`src/rtl/hdmi_link_pkg.sv`:
```
// hdmi_link_pkg: shared types and constants for the HDMI link sequencer.
//  link_state_t   : sequencer state encoding, also driven out on link_state
//  DROP_COUNT_MAX : saturation value of the drop counter
//  max_int        : helper for sizing the shared down-counter
package hdmi_link_pkg;

  typedef enum logic [2:0] {
    LINK_IDLE   = 3'd0,
    LINK_RESET  = 3'd1,
    LINK_SETTLE = 3'd2,
    LINK_ALIGN  = 3'd3,
    LINK_ACTIVE = 3'd4
  } link_state_t;

  localparam logic [7:0] DROP_COUNT_MAX = 8'hFF;

  function automatic int max_int(input int a, input int b);
    return (a > b) ? a : b;
  endfunction

endpackage

```
`src/rtl/hdmi_hpd_debounce.sv`:
```
// hdmi_hpd_debounce: 2-FF synchronizer plus stable-time filter for hot-plug detect.
//  clk_pixel  in  pixel clock
//  reset_n    in  asynchronous active-low reset
//  hpd        in  raw hot-plug detect (asynchronous)
//  hpd_db     out debounced hpd; follows the synchronized input only after it has
//                 differed from hpd_db for DEBOUNCE_CYCLES consecutive cycles
module hdmi_hpd_debounce #(
  parameter int DEBOUNCE_CYCLES = 65536
) (
  input  logic clk_pixel,
  input  logic reset_n,
  input  logic hpd,
  output logic hpd_db
);

  localparam int DW = $clog2(DEBOUNCE_CYCLES + 1);
  localparam logic [DW-1:0] DB_LAST = DW'(DEBOUNCE_CYCLES - 1);

  logic          hpd_m, hpd_s;
  logic [DW-1:0] cnt;

  always_ff @(posedge clk_pixel or negedge reset_n) begin
    if (!reset_n) begin
      hpd_m <= 1'b0;
      hpd_s <= 1'b0;
    end else begin
      hpd_m <= hpd;
      hpd_s <= hpd_m;
    end
  end

  // The counter tracks how many consecutive samples hpd_s has disagreed with
  // hpd_db; the last disagreeing sample commits the new level.
  always_ff @(posedge clk_pixel or negedge reset_n) begin
    if (!reset_n) begin
      cnt    <= '0;
      hpd_db <= 1'b0;
    end else if (hpd_s == hpd_db) begin
      cnt <= '0;
    end else if (cnt == DB_LAST) begin
      cnt    <= '0;
      hpd_db <= hpd_s;
    end else begin
      cnt <= cnt + 1'b1;
    end
  end

endmodule

```
`src/rtl/hdmi_link_sequencer.sv`:
```
// hdmi_link_sequencer: brings up and supervises the HDMI TMDS link.
//  clk_pixel         in   pixel clock, the only clock
//  reset_n           in   asynchronous active-low reset
//  pll_locked        in   PLL lock (asynchronous, synchronized here)
//  hpd               in   hot-plug detect (asynchronous, synchronized + debounced)
//  frame_start       in   pulse on the last pixel of a frame
//  force_retrain     in   pulse requesting a serializer re-reset
//  serializer_reset  out  active-high serializer reset
//  video_enable      out  encoder sends video when high
//  link_up           out  high while ACTIVE
//  link_state        out  current link_state_t
//  drop_count        out  saturating count of ACTIVE exits caused by lock/hpd loss
// All outputs are registered from the next state, so they describe the state
// being entered on the same edge.
module hdmi_link_sequencer
  import hdmi_link_pkg::*;
#(
  parameter int RESET_CYCLES    = 16,
  parameter int SETTLE_CYCLES   = 1024,
  parameter int DEBOUNCE_CYCLES = 65536
) (
  input  logic       clk_pixel,
  input  logic       reset_n,
  input  logic       pll_locked,
  input  logic       hpd,
  input  logic       frame_start,
  input  logic       force_retrain,
  output logic       serializer_reset,
  output logic       video_enable,
  output logic       link_up,
  output logic [2:0] link_state,
  output logic [7:0] drop_count
);

  localparam int MAXC = max_int(RESET_CYCLES, SETTLE_CYCLES);
  localparam int CW   = (MAXC > 1) ? $clog2(MAXC) : 1;
  localparam logic [CW-1:0] RESET_LOAD  = CW'(RESET_CYCLES - 1);
  localparam logic [CW-1:0] SETTLE_LOAD = CW'(SETTLE_CYCLES - 1);

  logic          lock_m, lock_s;
  logic          hpd_db;
  logic          up;
  link_state_t   state, nxt;
  logic [CW-1:0] cnt, cnt_nxt;
  logic          drop_inc;

  always_ff @(posedge clk_pixel or negedge reset_n) begin
    if (!reset_n) begin
      lock_m <= 1'b0;
      lock_s <= 1'b0;
    end else begin
      lock_m <= pll_locked;
      lock_s <= lock_m;
    end
  end

  hdmi_hpd_debounce #(
    .DEBOUNCE_CYCLES(DEBOUNCE_CYCLES)
  ) u_hpd_db (
    .clk_pixel(clk_pixel),
    .reset_n  (reset_n),
    .hpd      (hpd),
    .hpd_db   (hpd_db)
  );

  assign up = lock_s && hpd_db;

  // Loss of up beats retrain, which beats normal progress. Retrain is not
  // decoded in IDLE/RESET so a reset in progress is never restarted.
  always_comb begin
    nxt      = state;
    cnt_nxt  = cnt;
    drop_inc = 1'b0;
    case (state)
      LINK_IDLE: begin
        cnt_nxt = '0;
        if (up) begin
          nxt     = LINK_RESET;
          cnt_nxt = RESET_LOAD;
        end
      end
      LINK_RESET: begin
        if (!up) begin
          nxt = LINK_IDLE;
        end else if (cnt == '0) begin
          nxt     = LINK_SETTLE;
          cnt_nxt = SETTLE_LOAD;
        end else begin
          cnt_nxt = cnt - 1'b1;
        end
      end
      LINK_SETTLE: begin
        if (!up) begin
          nxt = LINK_IDLE;
        end else if (force_retrain) begin
          nxt     = LINK_RESET;
          cnt_nxt = RESET_LOAD;
        end else if (cnt == '0) begin
          nxt = LINK_ALIGN;
        end else begin
          cnt_nxt = cnt - 1'b1;
        end
      end
      LINK_ALIGN: begin
        if (!up) begin
          nxt = LINK_IDLE;
        end else if (force_retrain) begin
          nxt     = LINK_RESET;
          cnt_nxt = RESET_LOAD;
        end else if (frame_start) begin
          nxt = LINK_ACTIVE;
        end
      end
      LINK_ACTIVE: begin
        if (!up) begin
          nxt      = LINK_IDLE;
          drop_inc = 1'b1;
        end else if (force_retrain) begin
          nxt     = LINK_RESET;
          cnt_nxt = RESET_LOAD;
        end
      end
      default: begin
        nxt     = LINK_IDLE;
        cnt_nxt = '0;
      end
    endcase
  end

  always_ff @(posedge clk_pixel or negedge reset_n) begin
    if (!reset_n) begin
      state            <= LINK_IDLE;
      cnt              <= '0;
      serializer_reset <= 1'b1;
      video_enable     <= 1'b0;
      link_up          <= 1'b0;
    end else begin
      state            <= nxt;
      cnt              <= cnt_nxt;
      serializer_reset <= (nxt == LINK_IDLE) || (nxt == LINK_RESET);
      video_enable     <= (nxt == LINK_ACTIVE);
      link_up          <= (nxt == LINK_ACTIVE);
    end
  end

  always_ff @(posedge clk_pixel or negedge reset_n) begin
    if (!reset_n) begin
      drop_count <= '0;
    end else if (drop_inc && (drop_count != DROP_COUNT_MAX)) begin
      drop_count <= drop_count + 1'b1;
    end
  end

  assign link_state = state;

endmodule

```
`config.mk`:
```
export PLATFORM = sky130hd
export DESIGN_NAME = hdmi_link_sequencer
export DESIGN_NICKNAME = d
export VERILOG_FILES = /design/src/rtl/hdmi_link_pkg.sv /design/src/rtl/hdmi_hpd_debounce.sv /design/src/rtl/hdmi_link_sequencer.sv
export SDC_FILE = /design/constraint.sdc
export NUM_CORES = 1
export LEC_CHECK = 0
export ABC_AREA = 1
export CORE_ASPECT_RATIO = 1.1
export CORE_MARGIN = 1.5
export CORE_UTILIZATION = 45
export CTS_CLUSTER_SIZE = 24
export DETAILED_ROUTE_END_ITERATION = 10
export HOLD_SLACK_MARGIN = 0.05
export PLACE_DENSITY = 0.71
export SLEW_MARGIN = 0
export SYNTH_ARGS = -nofsm -noshare
export SYNTH_HDL_FRONTEND = slang
export SYNTH_SLANG_ARGS = --single-unit
```
`constraint.sdc`:
```
create_clock -name clk_pixel -period 2 [get_ports clk_pixel]
set_input_delay 0.6 -clock clk_pixel [delete_from_list [all_inputs] [get_ports clk_pixel]]
set_output_delay 0.6 -clock clk_pixel [all_outputs]
set_load 0.03 [all_outputs]
```
Word level (Yosys, flattened, before mapping)
Cells that the tools add are included.
Widths: inputs -> output; s select.

operators by class
  equal/unequal tests = 14
  order comparisons = 0
  bitwise logic cells = 1
  add/subtract/negate cells = 3
  multiplexer cells = 25
  reduce and logical (&&, ||, !) cells = 9
  divide/modulo/power cells = 0
  $mul = 0
  shift-type cells = 0

operators by type and width
  cell                   number
  $mux 10                7
  $pmux 10 s4            1
  $mux 17                2
  $mux 3                 11
  $add 17x1->17 const B  1
  $eq 17x16->1 const B   1
  $pmux 3 s5             1
  $logic_not 10->1       1
  $sub 10x1->10 const B  1
  $add 8x1->8 const B    1
  $ne 8x8->1 const B     1
  $eq 3x1->1 const B     2
  $eq 3x2->1 const B     2
  $eq 3x3->1 const B     2
  $logic_not 3->1        2
  $reduce_and 5->1       1
  $mux 4                 1
  $ne 2x1->1 const B     2
  $ne 2x2->1 const B     2
  $ne 3x3->1 const B     1
  $logic_and 1x1->1      2
  $mux 1                 2
  $reduce_and 2->1       1
  $reduce_or 2->1        1
  3 further kinds        3

word-level totals
  memories = 0
  memory bits (writable) = 0
  input bits = 6
  output and inout bits = 14
  bits in registers = 45
  logic and storage cells = 63
  memory bits (read-only) = 0
  bits in latches = 0

Longest topological paths before layout
  depth after elaboration = 7
  depth in mapped cells = 10
  mapped depth without buffers = 10

Hierarchy
From an unflattened synthesis, not the netlist that was laid out.

unflattened totals
  cell total of the unflattened synthesis = 329
  area total of the unflattened synthesis = 2565.0 um^2

by module, submodules not included
  module               seq. area each (um^2)  cells each  instances  area an instance (um^2)
  hdmi_link_sequencer  626.9                  199         1          1535.2
  hdmi_hpd_debounce    500.5                  130         1          1029.7

Least setup slack after synthesis
Ideal clock, no wire load.

  kind = flip-flop to flip-flop
  from = register drop_count[1]
  to = register drop_count[2]
  library setup time = 0.138 ns
  cell stages (with the launch flop) = 8
  period minus slack after synthesis = 1.518 ns
  arrival time = 1.380 ns
  setup slack = 0.482 ns
  buffers on the path = 0
  required time = 1.862 ns
  path through = dfrtp_1 > ha_1 > inv_1 > nor3_1 > nand2_1 > nand2_2 > nor2_1 > xor2_1

on the way
  longest elaborated chain between the ends = 2
  elaborated cells between the ends (all ways) = 3
  those cells by class = add/sub (1); eq/ne (1); reduce/logical (1)

ends and longest elaborated chain
  element                                              line                        source
  from (decl)                                          hdmi_link_sequencer.sv:32   output logic [7:0] drop_count
  from (signal assigned)                               hdmi_link_sequencer.sv:150  drop_count <= drop_count + 1'b1;
  branches (longest 2 deep; another with $add 8x1->8)  --

Parallel ways; which one is timed is not known.
A chain may end at the register's enable or synchronous reset.

==> out/summary.md <==
## Worst setup path
- cell family contributing the most delay on the critical path: buffers and inverters
- critical-path maximum fanout: 2
- cells traversed along the worst timing path: clkdlybuf4s50_1
- category of the worst setup path launch point: register
- Data required, critical path: 1400 ps
- arrival time of the worst setup path: 1330 ps
- critical path's slowest cell: clkdlybuf4s50_1
- type of destination of the critical path: output pin
- delay contributed by the slowest stage of the critical path: 670 ps
- kind of critical path: register to output pin
- Worst Path Buf+Inv: 1

## Layout
- final design area excluding fillers: 0.00279 mm²
- relative area change from synthesis to final layout: 15.4%
- fraction of layout cells with a size suffix above 1: 0.122
- number of diodes added for antenna fixing: 0
- fillers: 472
- Nets: 328
- final design utilization: 0.546

## Placed design
- DP Area: 0.00271 mm²
- Port Buffer Count: 19
- gp weighted congestion: 0.818
- minimum setup slack after placement: 47.2 ps
- HPWL after detailed placement: 3280 µm

## Timing
- slew at the pin closest to its max-slew limit: 441 ps
- setup repair after global routing missed its margin: no
- max-slew violations: 0
- final clock skew: 15.4 ps
- final hold vios: 0
- Setup TNS Final: 0 ps
- maximum clock frequency: 0.518 GHz
- crit path time final: 1930 ps
- Final Cycle Share: 0.966
- PnR worst setup slack: 68.2 ps
- worst slew margin relative to its limit: 0.706
- number of setup violations in the final report: 0

## Logic synthesis
- count of yosys warnings during synthesis: 0
- Post-synth EDFFs: 0
- portion of the post-synthesis area used by sequential elements: 0.467
- Yosys cell types: 32
- syn nets: 301
- proportion of register bits with asynchronous set or reset after synthesis: 1.00
- per-instance average area after synthesis: 8.27 µm²
- post-synthesis cell count: 292
- flip-flop cell with the highest count after synthesis: dfrtp_1
- synthesis-stage register bit count: 45
- Netlist Area Pre-Place: 0.00242 mm²

## CTS
- CTS tree: done
- H-tree lvl count: 2
- clock-pin slew reported for the worst setup and hold paths after clock tree synthesis: 90 ps
- maximum buffer depth of the clock tree: 2
- clock insertion delay at the later pin of the skew report: 310 ps
- TritonCTS Sinks: 45
- clock tree root buffer cell: clkbuf_8
- clock buffer count from CTS: 5
- number of buffers inserted to repair setup after CTS: 0
- CTS hold repair buffers: 0

## GRT
- global-route wire length before repair: 7780 µm
- combined global-route utilization of all metal layers: 0.172
- largest net degree at the start of global routing: 29
- number of global-route vias before repair: 1,839
- antenna violations before repair: 0
- Congestion Overflow GR: 0

## Route
- number of routed nets with antenna violations: 0
- DR iter-0 viols: 45
- total number of vias: 1,904
- TritonRoute pass-1 iters: 4
- drt via density: 4.86
- number of design rule violations left after detail routing: 0
- Total Routed Length: 4360 µm
- Routed WL per cell: 11.1 µm

## Job
- number of max-cap violations: 0

## Floorplanning
- total core area: 0.00510 mm²
- die outline area: 0.00582 mm²
- top-level I/O count: 20
- height of the die: 79.9 µm
- Die Width: 72.9 µm
- initial cell density of the core: 0.474
- site row count: 27

## Pwr
- Total Power Consumption: 1540 µW
- worst supply voltage drop on vdd: 0.000352 V
- power per unit of standard cell area: 553 mW/mm²
- total leakage power: 0.00149 µW

## Status
- result of the run: finished clean

## Hold path
- Min-Delay Path Class: input port to async pin

[path summary, 6_finish.rpt]
path                                     start               end  slack, ps  cells past startpoint
worst max-delay path                   link_up      video_enable         70                      1
worst min-delay path                   reset_n   u_hpd_db.cnt[6]        220                      1
worst max register to register          cnt[1]            cnt[2]        420                      9
worst min register to register  u_hpd_db.hpd_m    u_hpd_db.hpd_s        350                      0
max in group asynchronous              reset_n  serializer_reset       1200                      2
min in group clk_pixel          u_hpd_db.hpd_m    u_hpd_db.hpd_s        350                      0
[timing repair]
action / in CTS / in global routing
endpoints found under the setup margin: 11 / 3
cloned: 0 / 0
endpoints found under the hold margin: 0 / 0
gates resized for setup: 11 / 2
[cells by family (layout without fill, tap and decap cells)]
logic type                 Yosys count  after routing  share of synthesized area
and+or+nand+nor                    158            158                      0.313
DFF                                 45             45                      0.467
adders and majority gates            3              3                     0.0155
AOI/OAI and AO/OA                   27             27                     0.0663
xor gates and xnor gates            20             20                     0.0725
buffers and inverters               39             67                     0.0663
[area by class of cell]
class | instances | area [µm²] | area share
clock buffers | 6 | 72.6 | 0.0260
well taps | 72 | 90.1 | 0.0323
multi-input cells | 208 | 1130 | 0.405
flip-flops and latches | 45 | 1130 | 0.404
inverters | 37 | 141 | 0.0507
repair buffers | 22 | 211 | 0.0759
clock inverters | 2 | 16.3 | 0.00583
[synthesized netlist by cell type (4+ instances only)]
cell / instances / area (µm²)
dfrtp_1: 44 / 1100
xnor2_1: 4 / 35.0
xor2_1: 16 / 140
nand3_2: 5 / 50.1
nand3_1: 17 / 85.1
nand2_1: 71 / 267
o21ai_1: 7 / 35.0
o21ai_2: 4 / 35.0
nand2_2: 5 / 31.3
inv_1: 32 / 120
a21oi_1: 7 / 35.0
nand4_1: 5 / 31.3
o21ai_0: 4 / 20.0
inv_2: 4 / 15.0
nor2_1: 40 / 150
nor3_1: 6 / 30.0
[cell usage in the layout (no fill, tap or decap), types with 5 or more instances in the layout]
cell / Yosys / routed
inv_1: 32 / 32
o21ai_1: 7 / 7
nor2_1: 40 / 40
nand3_1: 17 / 17
clkbuf_8: 0 / 5
nor3_1: 6 / 6
dfrtp_1: 44 / 44
xor2_1: 16 / 16
clkdlybuf4s50_1: 0 / 5
nand2_1: 71 / 71
nand2_2: 5 / 5
dlygate4sd2_1: 0 / 11
nand4_1: 5 / 5
a21oi_1: 7 / 7
nand3_2: 5 / 5
[state kept, by name, indices dropped and copies added, names as in the netlist]
signal and count:
u_hpd_db.hpd_db 1, lock_m 1, serializer_reset 1, link_up 1, link_state 3, cnt 10, lock_s 1, drop_count 8
u_hpd_db.hpd_s 1, u_hpd_db.cnt 17, u_hpd_db.hpd_m 1
[metrics by stage]
stage	cells	hold slack (ps)
after floorplan	292	304
final	392	220
after global placement	384	331
after global routing	392	236
after CTS	392	230
after detailed placement	384	340
[metal layers]
layer / routed length (µm) / global-route usage
met2: 2080 / 0.285
met1: 2050 / 0.213
met5: 0 / 0
met3: 156 / 0.0429
met4: 73 / 0.0679
[report_power, final]
| group | switching, µW | internal, µW |
|---|---|---|
| Sequential | 4.88 | 918 |
| Combinational | 33.6 | 18.5 |
| Clock | 318 | 249 |
| Total | 357 | 1190 |
No activity file was read; power rests on OpenSTA's default activity.
